### src/rtl/uart_pkg.sv
`default_nettype none
// ---------------------------------------------------------------------------
// uart_pkg: shared UART constants and TX state encoding.  Rev 1.0
// ---------------------------------------------------------------------------
package uart_pkg;

  localparam int unsigned D_W_DEF    = 8;
  localparam int unsigned B_TICK_DEF = 16;
  localparam int unsigned DEPTH_DEF  = 64;

  typedef enum logic [2:0] {
    ST_IDLE  = 3'd0,
    ST_LOAD  = 3'd1,
    ST_START = 3'd2,
    ST_DATA  = 3'd3,
    ST_STOP  = 3'd4
  } tx_state_e;

  // Counter width that stays at least 1 bit for degenerate sizes.
  function automatic int unsigned cnt_w(input int unsigned n);
    return (n > 1) ? $clog2(n) : 1;
  endfunction

endpackage
`default_nettype wire

### src/rtl/fifo.sv
`default_nettype none
// ---------------------------------------------------------------------------
// fifo: synchronous FIFO, registered flags, 1-cycle read latency.  Rev 1.0
// ---------------------------------------------------------------------------
module fifo
  import uart_pkg::*;
#(
  parameter int D_W   = D_W_DEF,
  parameter int DEPTH = DEPTH_DEF
) (
  input  logic           clk,
  input  logic           rst,
  input  logic           wr_en_i,
  input  logic           rd_en_i,
  input  logic [D_W-1:0] data_i,
  output logic [D_W-1:0] data_o,
  output logic           full_o,
  output logic           empty_o
);

  localparam int AW = cnt_w(DEPTH);
  localparam logic [AW:0] CNT_FULL = (AW+1)'(DEPTH);

  logic [D_W-1:0] mem_q [DEPTH];
  logic [AW-1:0]  wr_ptr_q, rd_ptr_q;
  logic [AW:0]    count_q, count_d;
  logic [D_W-1:0] data_q;
  logic           full_q, empty_q;
  logic           wr_ok, rd_ok;

  // A write while full is dropped even if a read frees a slot this cycle.
  assign wr_ok = wr_en_i && !full_q;
  assign rd_ok = rd_en_i && !empty_q;

  always_comb begin
    count_d = count_q;
    case ({wr_ok, rd_ok})
      2'b10:   count_d = count_q + 1'b1;
      2'b01:   count_d = count_q - 1'b1;
      default: count_d = count_q;
    endcase
  end

  always_ff @(posedge clk or negedge rst) begin
    if (!rst) begin
      wr_ptr_q <= '0;
      rd_ptr_q <= '0;
      count_q  <= '0;
      data_q   <= '0;
      full_q   <= 1'b0;
      empty_q  <= 1'b1;
    end else begin
      if (wr_ok) begin
        wr_ptr_q <= wr_ptr_q + 1'b1;
      end
      if (rd_ok) begin
        rd_ptr_q <= rd_ptr_q + 1'b1;
        data_q   <= mem_q[rd_ptr_q];
      end
      count_q <= count_d;
      full_q  <= (count_d == CNT_FULL);
      empty_q <= (count_d == '0);
    end
  end

  always_ff @(posedge clk) begin
    if (wr_ok) begin
      mem_q[wr_ptr_q] <= data_i;
    end
  end

  assign data_o  = data_q;
  assign full_o  = full_q;
  assign empty_o = empty_q;

endmodule
`default_nettype wire

### src/rtl/uart_tx.sv
`default_nettype none
// ---------------------------------------------------------------------------
// uart_tx: FIFO-draining 8N1 serialiser (FSM, tick/bit counters, shifter). Rev 1.0
// ---------------------------------------------------------------------------
module uart_tx
  import uart_pkg::*;
#(
  parameter int D_W    = D_W_DEF,
  parameter int B_TICK = B_TICK_DEF
) (
  input  logic           clk,
  input  logic           rst,
  input  logic           baud_clk,
  input  logic [D_W-1:0] in_data,
  input  logic           ff_empty,
  output logic           ff_rd_en,
  output logic           tx_data,
  output logic           baud_en,
  output logic           tx_done
);

  localparam int TW = cnt_w(B_TICK);
  localparam int BW = $clog2(D_W + 1);
  localparam logic [TW-1:0] TICK_LAST = TW'(B_TICK - 1);
  localparam logic [BW-1:0] BIT_LAST  = BW'(D_W - 1);

  tx_state_e      state_q, state_d;
  logic [TW-1:0]  tick_q, tick_d;
  logic [BW-1:0]  bit_q, bit_d;
  logic [D_W-1:0] shift_q, shift_d;
  logic           tx_q, tx_d;
  logic           done_q, done_d;
  logic           framing;
  logic           bit_end;

  assign framing = (state_q == ST_START) || (state_q == ST_DATA) || (state_q == ST_STOP);
  assign bit_end = framing && baud_clk && (tick_q == TICK_LAST);

  always_ff @(posedge clk or negedge rst) begin
    if (!rst) begin
      state_q <= ST_IDLE;
    end else begin
      state_q <= state_d;
    end
  end

  always_comb begin
    state_d = state_q;
    case (state_q)
      ST_IDLE:  if (!ff_empty) state_d = ST_LOAD;
      ST_LOAD:  state_d = ST_START;
      ST_START: if (bit_end) state_d = ST_DATA;
      ST_DATA:  if (bit_end && (bit_q == BIT_LAST)) state_d = ST_STOP;
      ST_STOP:  if (bit_end) state_d = ff_empty ? ST_IDLE : ST_LOAD;
      default:  state_d = ST_IDLE;
    endcase
  end

  // The line level is derived from the current state and registered, so it
  // trails the state by one cycle but every level keeps its full length.
  always_comb begin
    ff_rd_en = 1'b0;
    tick_d   = tick_q;
    bit_d    = bit_q;
    shift_d  = shift_q;
    tx_d     = 1'b1;
    done_d   = 1'b0;
    case (state_q)
      ST_IDLE: ff_rd_en = !ff_empty;
      ST_LOAD: begin
        shift_d = in_data;
        tick_d  = '0;
        bit_d   = '0;
      end
      ST_START: tx_d = 1'b0;
      ST_DATA: begin
        tx_d = shift_q[0];
        if (bit_end) begin
          shift_d = shift_q >> 1;
          bit_d   = (bit_q == BIT_LAST) ? '0 : bit_q + 1'b1;
        end
      end
      ST_STOP: begin
        if (bit_end) begin
          done_d   = 1'b1;
          ff_rd_en = !ff_empty;
        end
      end
      default: tx_d = 1'b1;
    endcase
    if (framing && baud_clk) begin
      tick_d = bit_end ? '0 : tick_q + 1'b1;
    end
  end

  always_ff @(posedge clk or negedge rst) begin
    if (!rst) begin
      tick_q  <= '0;
      bit_q   <= '0;
      shift_q <= '0;
      tx_q    <= 1'b1;
      done_q  <= 1'b0;
    end else begin
      tick_q  <= tick_d;
      bit_q   <= bit_d;
      shift_q <= shift_d;
      tx_q    <= tx_d;
      done_q  <= done_d;
    end
  end

  assign tx_data = tx_q;
  assign tx_done = done_q;
  assign baud_en = (state_q != ST_IDLE);

endmodule
`default_nettype wire

### src/rtl/uart_tx_top.sv
`default_nettype none
// ---------------------------------------------------------------------------
// uart_tx_top: host write FIFO feeding the UART transmit serialiser.  Rev 1.0
// ---------------------------------------------------------------------------
module uart_tx_top
  import uart_pkg::*;
#(
  parameter int D_W    = D_W_DEF,
  parameter int B_TICK = B_TICK_DEF,
  parameter int DEPTH  = DEPTH_DEF
) (
  input  logic           clk,
  input  logic           rst,
  input  logic           b_clk,
  output logic           b_en,
  input  logic           ff_wr_en,
  input  logic [D_W-1:0] ff_data_in,
  output logic           ff_full,
  output logic           ff_empty,
  output logic           tx_data,
  output logic           tx_busy,
  output logic           tx_done
);

  logic           rd_en;
  logic [D_W-1:0] fifo_dout;
  logic           baud_en;

  fifo #(
    .D_W  (D_W),
    .DEPTH(DEPTH)
  ) u_fifo (
    .clk    (clk),
    .rst    (rst),
    .wr_en_i(ff_wr_en),
    .rd_en_i(rd_en),
    .data_i (ff_data_in),
    .data_o (fifo_dout),
    .full_o (ff_full),
    .empty_o(ff_empty)
  );

  uart_tx #(
    .D_W   (D_W),
    .B_TICK(B_TICK)
  ) u_tx (
    .clk     (clk),
    .rst     (rst),
    .baud_clk(b_clk),
    .in_data (fifo_dout),
    .ff_empty(ff_empty),
    .ff_rd_en(rd_en),
    .tx_data (tx_data),
    .baud_en (baud_en),
    .tx_done (tx_done)
  );

  assign b_en    = baud_en;
  assign tx_busy = baud_en;

endmodule
`default_nettype wire

### config.mk
export PLATFORM = sky130hd
export DESIGN_NAME = uart_tx_top
export DESIGN_NICKNAME = d
export VERILOG_FILES = /design/src/rtl/uart_pkg.sv /design/src/rtl/fifo.sv /design/src/rtl/uart_tx.sv /design/src/rtl/uart_tx_top.sv
export SDC_FILE = /design/constraint.sdc
export NUM_CORES = 1
export LEC_CHECK = 0
export CAP_MARGIN = 10
export CORE_UTILIZATION = 59
export CTS_BUF_LIST = sky130_fd_sc_hd__clkbuf_4 sky130_fd_sc_hd__clkbuf_8
export DETAILED_ROUTE_END_ITERATION = 12
export GPL_ROUTABILITY_DRIVEN = 0
export MAX_ROUTING_LAYER = met4
export PLACE_DENSITY = 0.84
export SETUP_SLACK_MARGIN = 0.2
export SLEW_MARGIN = 20
export SYNTH_ARGS = -nofsm -noshare
export SYNTH_HDL_FRONTEND = slang
export SYNTH_SLANG_ARGS = --single-unit
### constraint.sdc
create_clock -name clk -period 3.4 [get_ports clk]
set_input_delay 0.68 -clock clk [delete_from_list [all_inputs] [get_ports clk]]
set_output_delay 0.68 -clock clk [all_outputs]
set_load 0.01 [all_outputs]
==> implementation parameters, run 1 <==
Parameter                              Value

Worst setup path
  Kind of start point of the critical path ... flop
  Largest incremental delay on the critical path ... approximately 0.7 ns
  Data arrival time of the critical path ... 3.65 ns
  Worst path most repeated cell ... sky130_fd_sc_hd__ha_4
  Worst-path maximum fanout ... 6
  Critical Path RT ... between 3 and 4 ns
  Slowest cell on the critical path ... sky130_fd_sc_hd__or4b_2
  Setup Crit Path Kind ... reg2reg
  FF-to-FF path depth ... 11
  Sequence of cells on the critical path ... ha_4, and4_1, o211ai_1, inv_1, ha_4, buf_4, ha_1, or4b_2, a21o_1, a31o_2, a211oi_1
  Kind of end point of the critical path ... flop

Yosys
  Yosys reg bits ... 562
  Biggest area contributors in the synthesized netlist ... sky130_fd_sc_hd__edfxtp_1 68%, sky130_fd_sc_hd__mux4_2 11%, sky130_fd_sc_hd__dfrtp_1 5.3%
  Number of synthesized flops with an enable pin ... ~510
  Most used flip-flop cell after synthesis ... sky130_fd_sc_hd__edfxtp_1
  Share of the synthesized area in the top cell type ... 0.679
  Proportion of synthesized chip area in sequential cells ... 0.735
  Synth Net Count ... about 1200
  Leading post-synthesis cells by instance count ... 512 x sky130_fd_sc_hd__edfxtp_1, 106 x sky130_fd_sc_hd__mux4_2, 83 x sky130_fd_sc_hd__nor2_1
  Count of different cell masters after synthesis ... 62
  Share of flip-flops with an asynchronous set or reset after synthesis ... 0.0890
  Warnings, synthesis ... 0
  Average cell area after synthesis ... ~19 sq um
  Gate count of the mapped netlist ... around 1200
  Largest area contributor in the synthesized netlist ... sky130_fd_sc_hd__edfxtp_1
  Summed instance area of the synthesized netlist ... about 23000 sq um
  Count leader, synth ... sky130_fd_sc_hd__edfxtp_1

Power
  Net switching share of the total power ... 0.299
  Power density cells ... approximately 740 nW/um^2
  Worst IR drop on VDD ... about 0.44 mV
  Clk network pwr share ... 0.287
  P_int ... about 0.013 W
  Switch Pwr ... roughly 0.0057 W
  Leak ... between 8 and 9 nW
  Proportion of power drawn by combinational gates ... 0.262
  Sequential Power Share ... 0.451

Worst hold path
  Worst hold path type ... in2async

Route
  Total number of vias ... ~12000
  Total detailed-routing wirelength ... 49000 um
  Post-DR vias/cell ... approximately 6.3
  Post-detailed-route wirelength per cell ... between 20 and 30 um
  Number of detailed-route iterations in the first pass ... 6
  Number of routed nets with antenna violations ... 0
  Starting DRT DRC Count ... 1380
  Drt drc ... 0

Global routing
  Remaining Overflow, GRT ... 0
  Busiest layer in global routing ... met2
  Antenna violations before repair ... 1
  Met1 Track Usage GR ... 0.350
  Maximum number of pins on one net before global-route repair ... 65
  Via count of the first global-routing pass ... 12600
  Global-route usage over all layers ... 0.270
  Global-route track usage on met2 ... 0.429
  Met3 layer usage reported by global route ... 0.0518
  Global-route wire length before repair ... ~74000 um

Clock tree
  CTS H-tree lvls ... 3
  Number of CTS-inserted buffers ... slightly below 90
  CTS tree ... built
  Maximum buffer depth of the clock tree ... 3
  Clock sink count ... between 500 and 600
  Clock root buffer ... sky130_fd_sc_hd__clkbuf_8
  # hold bufs at CTS ... 0
  Clock-pin slew of the registers on the worst-case setup and hold paths ... around 0.06 ns
  Source-to-sink clock delay at the later pin of the worst-skew pair ... between 0.6 and 0.7 ns

STA
  Worst Max-Slew Pin Slew ... about 0.96 ns
  Final hold violation count ... 0
  Total negative slack for setup checks ... 0 ns
  Remaining max-slew budget at the tightest pin ... 0.360
  Period utilization ... 0.917
  Worst setup skew after layout ... ~0.03 ns
  Pins Over Slew Limit ... 0
  Fmax ... between 0.3 and 0.4 GHz
  RSZ-0062 raised after global routing ... false
  Worst-case hold slack ... between 0.15 and 0.2 ns
  Final setup violation count ... 0
  Clock period minus worst slack ... a little over 3 ns

Floorplan
  FP Rows ... 71
  Initial core utilization ... 0.601
  Die Width ... between 150 and 200 um
  I/O pins ... 18
  Die Area ... 39100 sq um
  Core footprint ... 37700 sq um
  Die Span Y ... 198 um

Run status
  Status ... finished, final reports clean

Final layout
  Net count of the finished layout ... between 1000 and 1500
  Layout-stage area growth over the synthesis result ... 13.8%
  Post-Route Utilization ... 0.684
  Layout cell share with drive strength beyond 1 ... 0.282
  Post-route cell area ... 25800 sq um
  Area used by multi-input combinational logic ... 5610 sq um
  Sequential cell area in the final layout ... between 15000 and 20000 sq um
  Final-layout fill cell count ... 2340

Placement
  Post-DP Area ... between 20000 and 25000 sq um
  Buffers on Ports ... 17
  Placed wire-length estimate ... between 30000 and 40000 um

Flow run
  Number of max-capacitance violations reported ... 0
routing by layer:
layer  up-vias  part of all wire
li1       5271                 -
met1      6257              0.38
met2       635              0.50
met3       133             0.081
met4         0             0.031
met5         -                 0
cell families after synthesis:
family / after synthesis / synth area share
DFF: 562 / 0.735
and+or+nand+nor: 235 / 0.0484
muxes: 189 / 0.144
AOI/OAI and AO/OA: 125 / 0.0417
buffers and inverters: 86 / 0.0193
adders and majority gates: 12 / 0.00686
xor gates and xnor gates: 11 / 0.00426
final timing paths:
check,endpoint,startpoint,slack [ns]
worst max-delay path,u_fifo.full_o,u_tx.tick_q[0],0.28
worst min-delay path,u_fifo.count_q[0],rst,0.18
worst max register to register,u_fifo.full_o,u_tx.tick_q[0],0.28
worst min register to register,u_tx.tx_data,u_tx.shift_q[0],0.49
max in group asynchronous,u_tx.tx_data,rst,2.38
min in group clk,u_tx.tx_data,u_tx.shift_q[0],0.49
registers in the layout (all words and copies together), names as in the netlist:
| register | flops |
|---|---|
| u_tx.bit_q | 4 |
| u_tx.tx_done | 1 |
| u_tx.state_q | 3 |
| u_fifo.rd_ptr_q | 6 |
| u_fifo.wr_ptr_q | 6 |
| u_fifo.empty_o | 1 |
| u_fifo.count_q | 7 |
| u_fifo.mem_q | 512 |
| u_tx.tick_q | 4 |
| u_fifo.data_o | 8 |
| u_tx.tx_data | 1 |
| u_fifo.full_o | 1 |
| u_tx.shift_q | 8 |
layout make-up:
class / count / share of cell area
multi-input combinational: 572 / 0.218
inverter: 13 / 0.00189
sequential: 562 / 0.646
tap: 511 / 0.0248
antenna: 2 / 0.000194
clock inverter: 39 / 0.00986
clock buffer: 118 / 0.0568
timing repair buffer: 137 / 0.0426
critical path: cells and delay by family, from the launching register on:
| kind | cells | cell delay [ns] |
|---|---|---|
| buf+inv | 2 | 0.26 |
| compound gates | 4 | 0.87 |
| flops | 1 | 0.41 |
| fa+ha+maj | 3 | 0.58 |
| simple gates | 2 | 0.89 |
power groups by stage:
| stage | registers [W] | logic (W) | clock network, W |
|---|---|---|---|
| after detailed placement | 0.00876 | 0.00487 | 0 |
| final | 0.00864 | 0.00501 | 0.00549 |
| after global placement | 0.00872 | 0.00472 | 0 |
| after CTS | 0.00863 | 0.00492 | 0.00558 |
| after global routing | 0.00869 | 0.00533 | 0.00588 |
| after floorplan | 0.00830 | 0.00375 | 0 |
through the flow:
step           std cells  power [W]  setup WS (ns)
4_1_cts             1947     0.0191          0.211
5_1_grt             1954     0.0199          0.174
2_1_floorplan       1220     0.0120          0.244
3_5_place_dp        1790     0.0136         -0.191
6_report            1954     0.0191          0.281
3_3_place_gp        1790     0.0134        -0.0861
timing repair:
item | 4_1_cts | 5_1_grt
buffers inserted | 0 | 5
gates resized for setup | 3 | 5
pin swaps | 0 | 1
endpoints found under the setup margin | 2 | 3
placed cells by master, fill, tap and decap left out, types with 8 or more instances in the layout:
cell type                         netlist  final
sky130_fd_sc_hd__edfxtp_1             512    512
sky130_fd_sc_hd__buf_4                 10    118
sky130_fd_sc_hd__mux4_2               106    106
sky130_fd_sc_hd__clkbuf_8               0     92
sky130_fd_sc_hd__nor2_1                83     83
sky130_fd_sc_hd__nand2_1               64     64
sky130_fd_sc_hd__mux2i_1               57     57
sky130_fd_sc_hd__dfrtp_1               48     44
sky130_fd_sc_hd__nand3_1               27     27
sky130_fd_sc_hd__clkbuf_4               0     26
sky130_fd_sc_hd__clkinv_1               1     25
sky130_fd_sc_hd__mux2_2                17     17
sky130_fd_sc_hd__a221oi_1              17     16
sky130_fd_sc_hd__o221ai_1              14     14
sky130_fd_sc_hd__o21ai_0               13     13
sky130_fd_sc_hd__a31oi_1               12     12
sky130_fd_sc_hd__inv_1                 12     12
sky130_fd_sc_hd__xnor2_1               11     11
sky130_fd_sc_hd__clkinv_2               0     10
sky130_fd_sc_hd__a21oi_1                9      9
sky130_fd_sc_hd__nor2b_1                9      9
sky130_fd_sc_hd__nor3_1                 9      9
sky130_fd_sc_hd__ha_1                  10      8
sky130_fd_sc_hd__clkdlybuf4s50_1        0      8
Power figures use the tool's default switching activity.
==> inputs of run 2 (changes only) <==
clock period = 2.8 ns   (was 3.4 ns; I/O delays follow)
==> run 2 against run 1 <==
  * The run now ends with setup timing left
  * Sequential power rose by 19%
  * Critical endpoint is now u_fifo.empty_o
  * Register-to-register slack got worse by 0.45 ns
  * Wire length rose by 3.0%
  * Combinational power rose by 33%
  * Total power rose by 25%
  * Sequential share of layout area fell by 1.1 points
  * First-iteration DRC count rose by 16%
  * Design area rose by 1.7%
  * Final cell count rose by 1.8%
==> implementation parameters, run 2 (same netlist as run 1, synthesis figures left out) <==
Parameter                              Value

Floorplan
  Die Area ... roughly 39000 sq um
  Die Span Y ... around 200 um
  Die Width ... 198 um
  I/O pins ... 18
  Core footprint ... ~38000 sq um
  Initial core utilization ... 0.601
  FP Rows ... between 70 and 80

Worst setup path
  Kind of start point of the critical path ... flop
  Setup Crit Path Kind ... reg2reg
  Data arrival time of the critical path ... ~3.5 ns
  Slowest cell on the critical path ... sky130_fd_sc_hd__dfrtp_2
  Worst path most repeated cell ... sky130_fd_sc_hd__ha_4
  Startpoint of the worst-slack reg-to-reg timing path ... u_tx.tick_q[1]
  Largest delay share family, worst path ... compound AO/OA/AOI/OAI gates
  Largest incremental delay on the critical path ... between 0.4 and 0.5 ns
  Worst setup startpoint ... u_tx.tick_q[1]
  Critical path buffers and inverters ... 1
  Register-to-Register Setup Slack ... -0.17 ns
  Kind of end point of the critical path ... flop
  Worst-path maximum fanout ... 6
  Sequence of cells on the critical path ... ha_4, and4_4, o211ai_1, inv_2, ha_4, fa_2, a21o_1, a2111oi_4, a221oi_2, a211o_1, nor4bb_4
  Critical Path RT ... around 3.4 ns

Power
  Power density cells ... around 910 nW/um^2
  Leak ... 9.00 nW
  Worst IR drop on VDD ... between 0.5 and 0.6 mV
  Total power draw ... about 0.024 W

Final layout
  Register ranked first by flip-flop count ... u_fifo.mem_q
  Final-layout fill cell count ... 2251
  Highest-count cells in the layout ignoring fill and taps ... 512 x sky130_fd_sc_hd__edfxtp_1, 150 x sky130_fd_sc_hd__buf_4, 106 x sky130_fd_sc_hd__mux4_2, 97 x sky130_fd_sc_hd__clkbuf_8, 83 x sky130_fd_sc_hd__nor2_1
  Layout cell share with drive strength beyond 1 ... 0.318
  Sequential cell area in the final layout ... between 15000 and 20000 sq um
  Area used by multi-input combinational logic ... between 5000 and 6000 sq um
  Count of inserted antenna diode cells ... 0
  Net count of the finished layout ... ~1400
  Layout-stage area growth over the synthesis result ... 15.8%
  Most common cell after layout, fill and taps aside ... sky130_fd_sc_hd__edfxtp_1
  Flip-flop count of the largest register, all copies and words added ... 512

STA
  Final critical-path setup slack ... -0.168 ns
  Final setup violation count ... 2
  Fmax ... 0.337 GHz
  Worst-case hold slack ... 0.387 ns
  Clock period minus worst slack ... between 2 and 3 ns
  Final hold violation count ... 0
  RSZ-0062 raised after global routing ... true
  Remaining max-slew budget at the tightest pin ... 0.470
  Worst setup skew after layout ... 0.0557 ns
  Period utilization ... 1.06
  Worst Max-Slew Pin Slew ... just under 0.8 ns
  Pins Over Slew Limit ... 0

Route
  Post-detailed-route wirelength per cell ... approximately 25 um
  Starting DRT DRC Count ... 1604
  Post-DR vias/cell ... between 6 and 7
  Number of routed nets with antenna violations ... 0
  Total number of vias ... about 13000
  Total detailed-routing wirelength ... around 50000 um
  Drt drc ... 0
  Number of detailed-route iterations in the first pass ... 6

Clock tree
  Maximum buffer depth of the clock tree ... 3
  CTS tree ... built
  Clock root buffer ... sky130_fd_sc_hd__clkbuf_8
  Number of CTS-inserted buffers ... 87
  Clock-pin slew of the registers on the worst-case setup and hold paths ... roughly 0.060 ns
  Clock sink count ... roughly 560
  Source-to-sink clock delay at the later pin of the worst-skew pair ... 0.67 ns
  CTS H-tree lvls ... 3

Global routing
  Global-route wire length before repair ... roughly 76000 um
  Via count of the first global-routing pass ... 12800
  Global-route usage over all layers ... 0.274
  Maximum number of pins on one net before global-route repair ... between 60 and 70
  Remaining Overflow, GRT ... 0
  Antenna violations before repair ... 0

Run status
  Violated checks ... setup timing
  Status ... complete, but fails checks

Worst hold path
  Worst hold path type ... in2reg
  Worst Hold Launch ... ff_data_in[0]

Placement
  Pre-CTS setup slack ... -0.716 ns
  Placed wire-length estimate ... about 31000 um
  Buffers on Ports ... 17

Flow run
  Number of max-capacitance violations reported ... 0
-- run 2: final timing paths --
check / end / cells past startpoint
setup / recovery: u_fifo.empty_o / 11
hold / removal: u_fifo.mem_q[29][0] / 1
setup reg to reg: u_fifo.empty_o / 11
hold reg to reg: u_fifo.data_o[7] / 2
max in group asynchronous: u_tx.tx_data / 3
min in group asynchronous: u_fifo.data_o[6] / 2
-- run 2: final cells by class --
cell class | instances | share of cell area
Clock inverter | 29 | 0.00779
Timing Repair Buffer | 174 | 0.0527
Inverter | 13 | 0.00186
Sequential cell | 562 | 0.635
Clock buffer | 129 | 0.0601
Multi-Input combinational cell | 572 | 0.218
Tap cell | 511 | 0.0244
-- run 2: power breakdown --
group	internal, W	leakage, nW	switching (W)
clock	0.00380	0.949	0.00311
combinational	0.00306	2.85	0.00359
sequential	0.00974	5.20	0.000541
total	0.0166	9.00	0.00724
-- run 2: worst reg2reg max path: stages (launching register included) --
cell and delay, ns:
sky130_fd_sc_hd__dfrtp_2 0.42, sky130_fd_sc_hd__ha_4 0.16, sky130_fd_sc_hd__and4_4 0.14, sky130_fd_sc_hd__o211ai_1 0.28, sky130_fd_sc_hd__inv_2 0.11, sky130_fd_sc_hd__ha_4 0.21, sky130_fd_sc_hd__fa_2 0.34, sky130_fd_sc_hd__a21o_1 0.21
sky130_fd_sc_hd__a2111oi_4 0.37, sky130_fd_sc_hd__a221oi_2 0.08, sky130_fd_sc_hd__a211o_1 0.29, sky130_fd_sc_hd__nor4bb_4 0.28
-- run 2: per-layer routing --
metal,global-route usage,vias to the layer above,part of all wire
li1,-,5331,-
met3,0.0543,126,0.10
met5,-,-,0
met1,0.366,6424,0.38
met4,0.105,0,0.030
met2,0.421,770,0.49
-- run 2: timing repair --
item,in CTS,in global routing
setup endpoints to repair,4,9
buffers inserted,9,4
hold endpoints to repair,29,0
gates resized for setup,3,20
pin swaps,8,8
hold buffers,1,0
-- run 2: per-stage QoR --
stage	area (sq um)	std cells	setup TNS, ns	utilization
4_1_cts	26100	1986	-0.150	0.692
2_1_floorplan	22700	1220	-0.277	-
3_5_place_dp	24200	1818	-2.51	0.642
5_1_grt	26200	1990	-0.554	0.695
6_report	26200	1990	-0.315	0.695
3_3_place_gp	24200	1818	-2.07	0.642
==> inputs of run 3 (changes only) <==
CELL_PAD_IN_SITES_DETAIL_PLACEMENT = 1   (was not set)
CELL_PAD_IN_SITES_GLOBAL_PLACEMENT = 1   (was not set)
CORE_UTILIZATION = 52   (was 59)
==> run 3 against run 2 <==
  * Highest routed layer unchanged
  * Core utilization decreased by 7.0 points
  * Worst setup slack got worse by 0.10 ns
  * Global-route usage increased by 3.5 points
  * Flip-flop and latch count unchanged
  * Design area increased by 2.7%
  * Critical path depth unchanged
  * Total power increased by 8.2%
  * Hold slack improved by 0.0027 ns
  * First-iteration DRC count increased by 2.2%
  * Final cell count increased by 5.3%
  * Sequential power about the same
  * Largest cell class unchanged
  * Register-to-register slack got worse by 0.10 ns
  * The run still ends with setup timing left
  * Largest power group unchanged
==> implementation parameters, run 3 (same netlist as run 1, synthesis figures left out) <==
Parameter                              Value

Run status
  Status ... complete, but fails checks
  Violated checks ... setup timing

Floorplan
  Initial core utilization ... 0.526
  I/O pins ... 18
  FP Rows ... 76
  Core footprint ... 43000 sq um
  Die Width ... 211 um
  Die Area ... 44400 sq um
  Die Span Y ... ~210 um

Final layout
  Highest-count cells in the layout ignoring fill and taps ... 512 x sky130_fd_sc_hd__edfxtp_1, 157 x sky130_fd_sc_hd__buf_4, 106 x sky130_fd_sc_hd__mux4_2, 95 x sky130_fd_sc_hd__clkbuf_8, 83 x sky130_fd_sc_hd__nor2_1
  Layout-stage area growth over the synthesis result ... 18.8%
  Final-layout fill cell count ... about 3800
  Most common cell after layout, fill and taps aside ... sky130_fd_sc_hd__edfxtp_1
  Register ranked first by flip-flop count ... u_fifo.mem_q
  Layout cell share with drive strength beyond 1 ... 0.331
  Flip-flop count of the largest register, all copies and words added ... between 500 and 600
  Net count of the finished layout ... 1456

STA
  Final setup violation count ... 2
  RSZ-0062 raised after global routing ... true
  Worst-case hold slack ... roughly 0.4 ns
  Final critical-path setup slack ... -0.269 ns
  Pins Over Slew Limit ... 0
  Worst setup skew after layout ... roughly 0.040 ns
  Period utilization ... 1.10
  Remaining max-slew budget at the tightest pin ... 0.394
  Final hold violation count ... 0
  Clock period minus worst slack ... about 3.1 ns
  Worst Max-Slew Pin Slew ... 0.906 ns
  Fmax ... roughly 0.33 GHz

Power
  Leak ... approximately 9 nW
  Worst IR drop on VDD ... 0.490 mV
  Power density cells ... 959 nW/um^2

Clock tree
  Clock root buffer ... sky130_fd_sc_hd__clkbuf_8
  Source-to-sink clock delay at the later pin of the worst-skew pair ... between 0.6 and 0.7 ns
  CTS H-tree lvls ... 3
  Clock sink count ... 562
  Number of CTS-inserted buffers ... 90
  Maximum buffer depth of the clock tree ... 3
  CTS tree ... built
  Clock-pin slew of the registers on the worst-case setup and hold paths ... around 0.070 ns

Worst hold path
  Worst hold path type ... in2async

Route
  Drt drc ... 0
  Post-DR vias/cell ... between 6 and 7
  Number of routed nets with antenna violations ... 0
  Number of detailed-route iterations in the first pass ... 8
  Total detailed-routing wirelength ... 64700 um
  Starting DRT DRC Count ... ~1600
  Total number of vias ... roughly 13000
  Post-detailed-route wirelength per cell ... just over 30 um

Placement
  Pre-CTS setup slack ... -0.919 ns
  Placed wire-length estimate ... just under 40000 um
  Buffers on Ports ... 17

Global routing
  Global-route usage over all layers ... 0.308
  Maximum number of pins on one net before global-route repair ... between 60 and 70
  Remaining Overflow, GRT ... 0
  Via count of the first global-routing pass ... around 14000
  Antenna violations before repair ... 1
  Global-route wire length before repair ... ~95000 um

Worst setup path
  Setup Crit Path Kind ... reg2reg
  Critical path buffers and inverters ... 1
  Worst-path maximum fanout ... 4
  Kind of end point of the critical path ... flop
  Sequence of cells on the critical path ... ha_4, and4_4, o211ai_1, inv_2, ha_4, fa_2, a21o_1, a2111oi_4, a221oi_2, a211o_1, nor4bb_2
  Largest incremental delay on the critical path ... between 0.4 and 0.5 ns
  Slowest cell on the critical path ... sky130_fd_sc_hd__dfrtp_2
  Data arrival time of the critical path ... roughly 3.6 ns
  Largest delay share family, worst path ... compound AO/OA/AOI/OAI gates
  Critical Path RT ... 3.34 ns
  Worst path most repeated cell ... sky130_fd_sc_hd__ha_4
  Kind of start point of the critical path ... flop

Flow run
  Number of max-capacitance violations reported ... 0
run 3: final timing paths:
check,start,endpoint,slack (ns),depth (start not counted)
min in group clk,ff_data_in[3],u_fifo.mem_q[37][3],0.39,1
worst min-delay path,rst,u_tx.shift_q[5],0.39,2
worst min register to register,u_tx.bit_q[0],u_tx.bit_q[0],0.51,1
worst max register to register,u_tx.tick_q[1],u_fifo.empty_o,-0.27,11
worst max-delay path,u_tx.tick_q[1],u_fifo.empty_o,-0.27,11
max in group asynchronous,rst,u_fifo.rd_ptr_q[2],1.73,3
run 3: stage by stage:
stage                     TNS, ns  cells  instance area, sq um  utilization  total power, W
after global routing        -1.06   2095                 26900        0.626          0.0266
after detailed placement    -3.52   1908                 24500        0.571          0.0174
after floorplan            -0.277   1220                 22700            -          0.0147
final                      -0.522   2095                 26900        0.626          0.0258
after CTS                  -0.409   2091                 26700        0.621          0.0255
after global placement      -2.78   1908                 24500        0.571          0.0169
run 3: per-layer routing:
layer  vias up  share of wire  global-route usage  wire [um]
li1       5386              -                   -          -
met1      7020           0.37               0.377      23900
met2       776           0.51               0.504      33000
met3       200          0.082              0.0642       5300
met4         0          0.039               0.125       2510
met5         -              0                   -          0
run 3: cell type report:
type,count,area (sq um),share of cell area
antenna,1,2.50,0.0000931
clock buffer,121,1500,0.0559
clock inverter,47,467,0.0174
inverter,13,48.8,0.00181
multi-input combinational,572,5830,0.217
sequential,562,16600,0.619
tap,585,732,0.0272
timing repair buffer,194,1670,0.0620
run 3: report_power, final:
group | switching [W] | internal, W | total (W)
clock network | 0.00337 | 0.00443 | 0.00780
registers | 0.000590 | 0.00974 | 0.0103
logic | 0.00425 | 0.00341 | 0.00767
run 3: timing repair:
action	in CTS	in global routing
pin swaps	12	8
endpoints found under the hold margin	16	0
buffers inserted	14	3
hold buffers	1	0
endpoints found under the setup margin	12	14
resized for setup	20	22
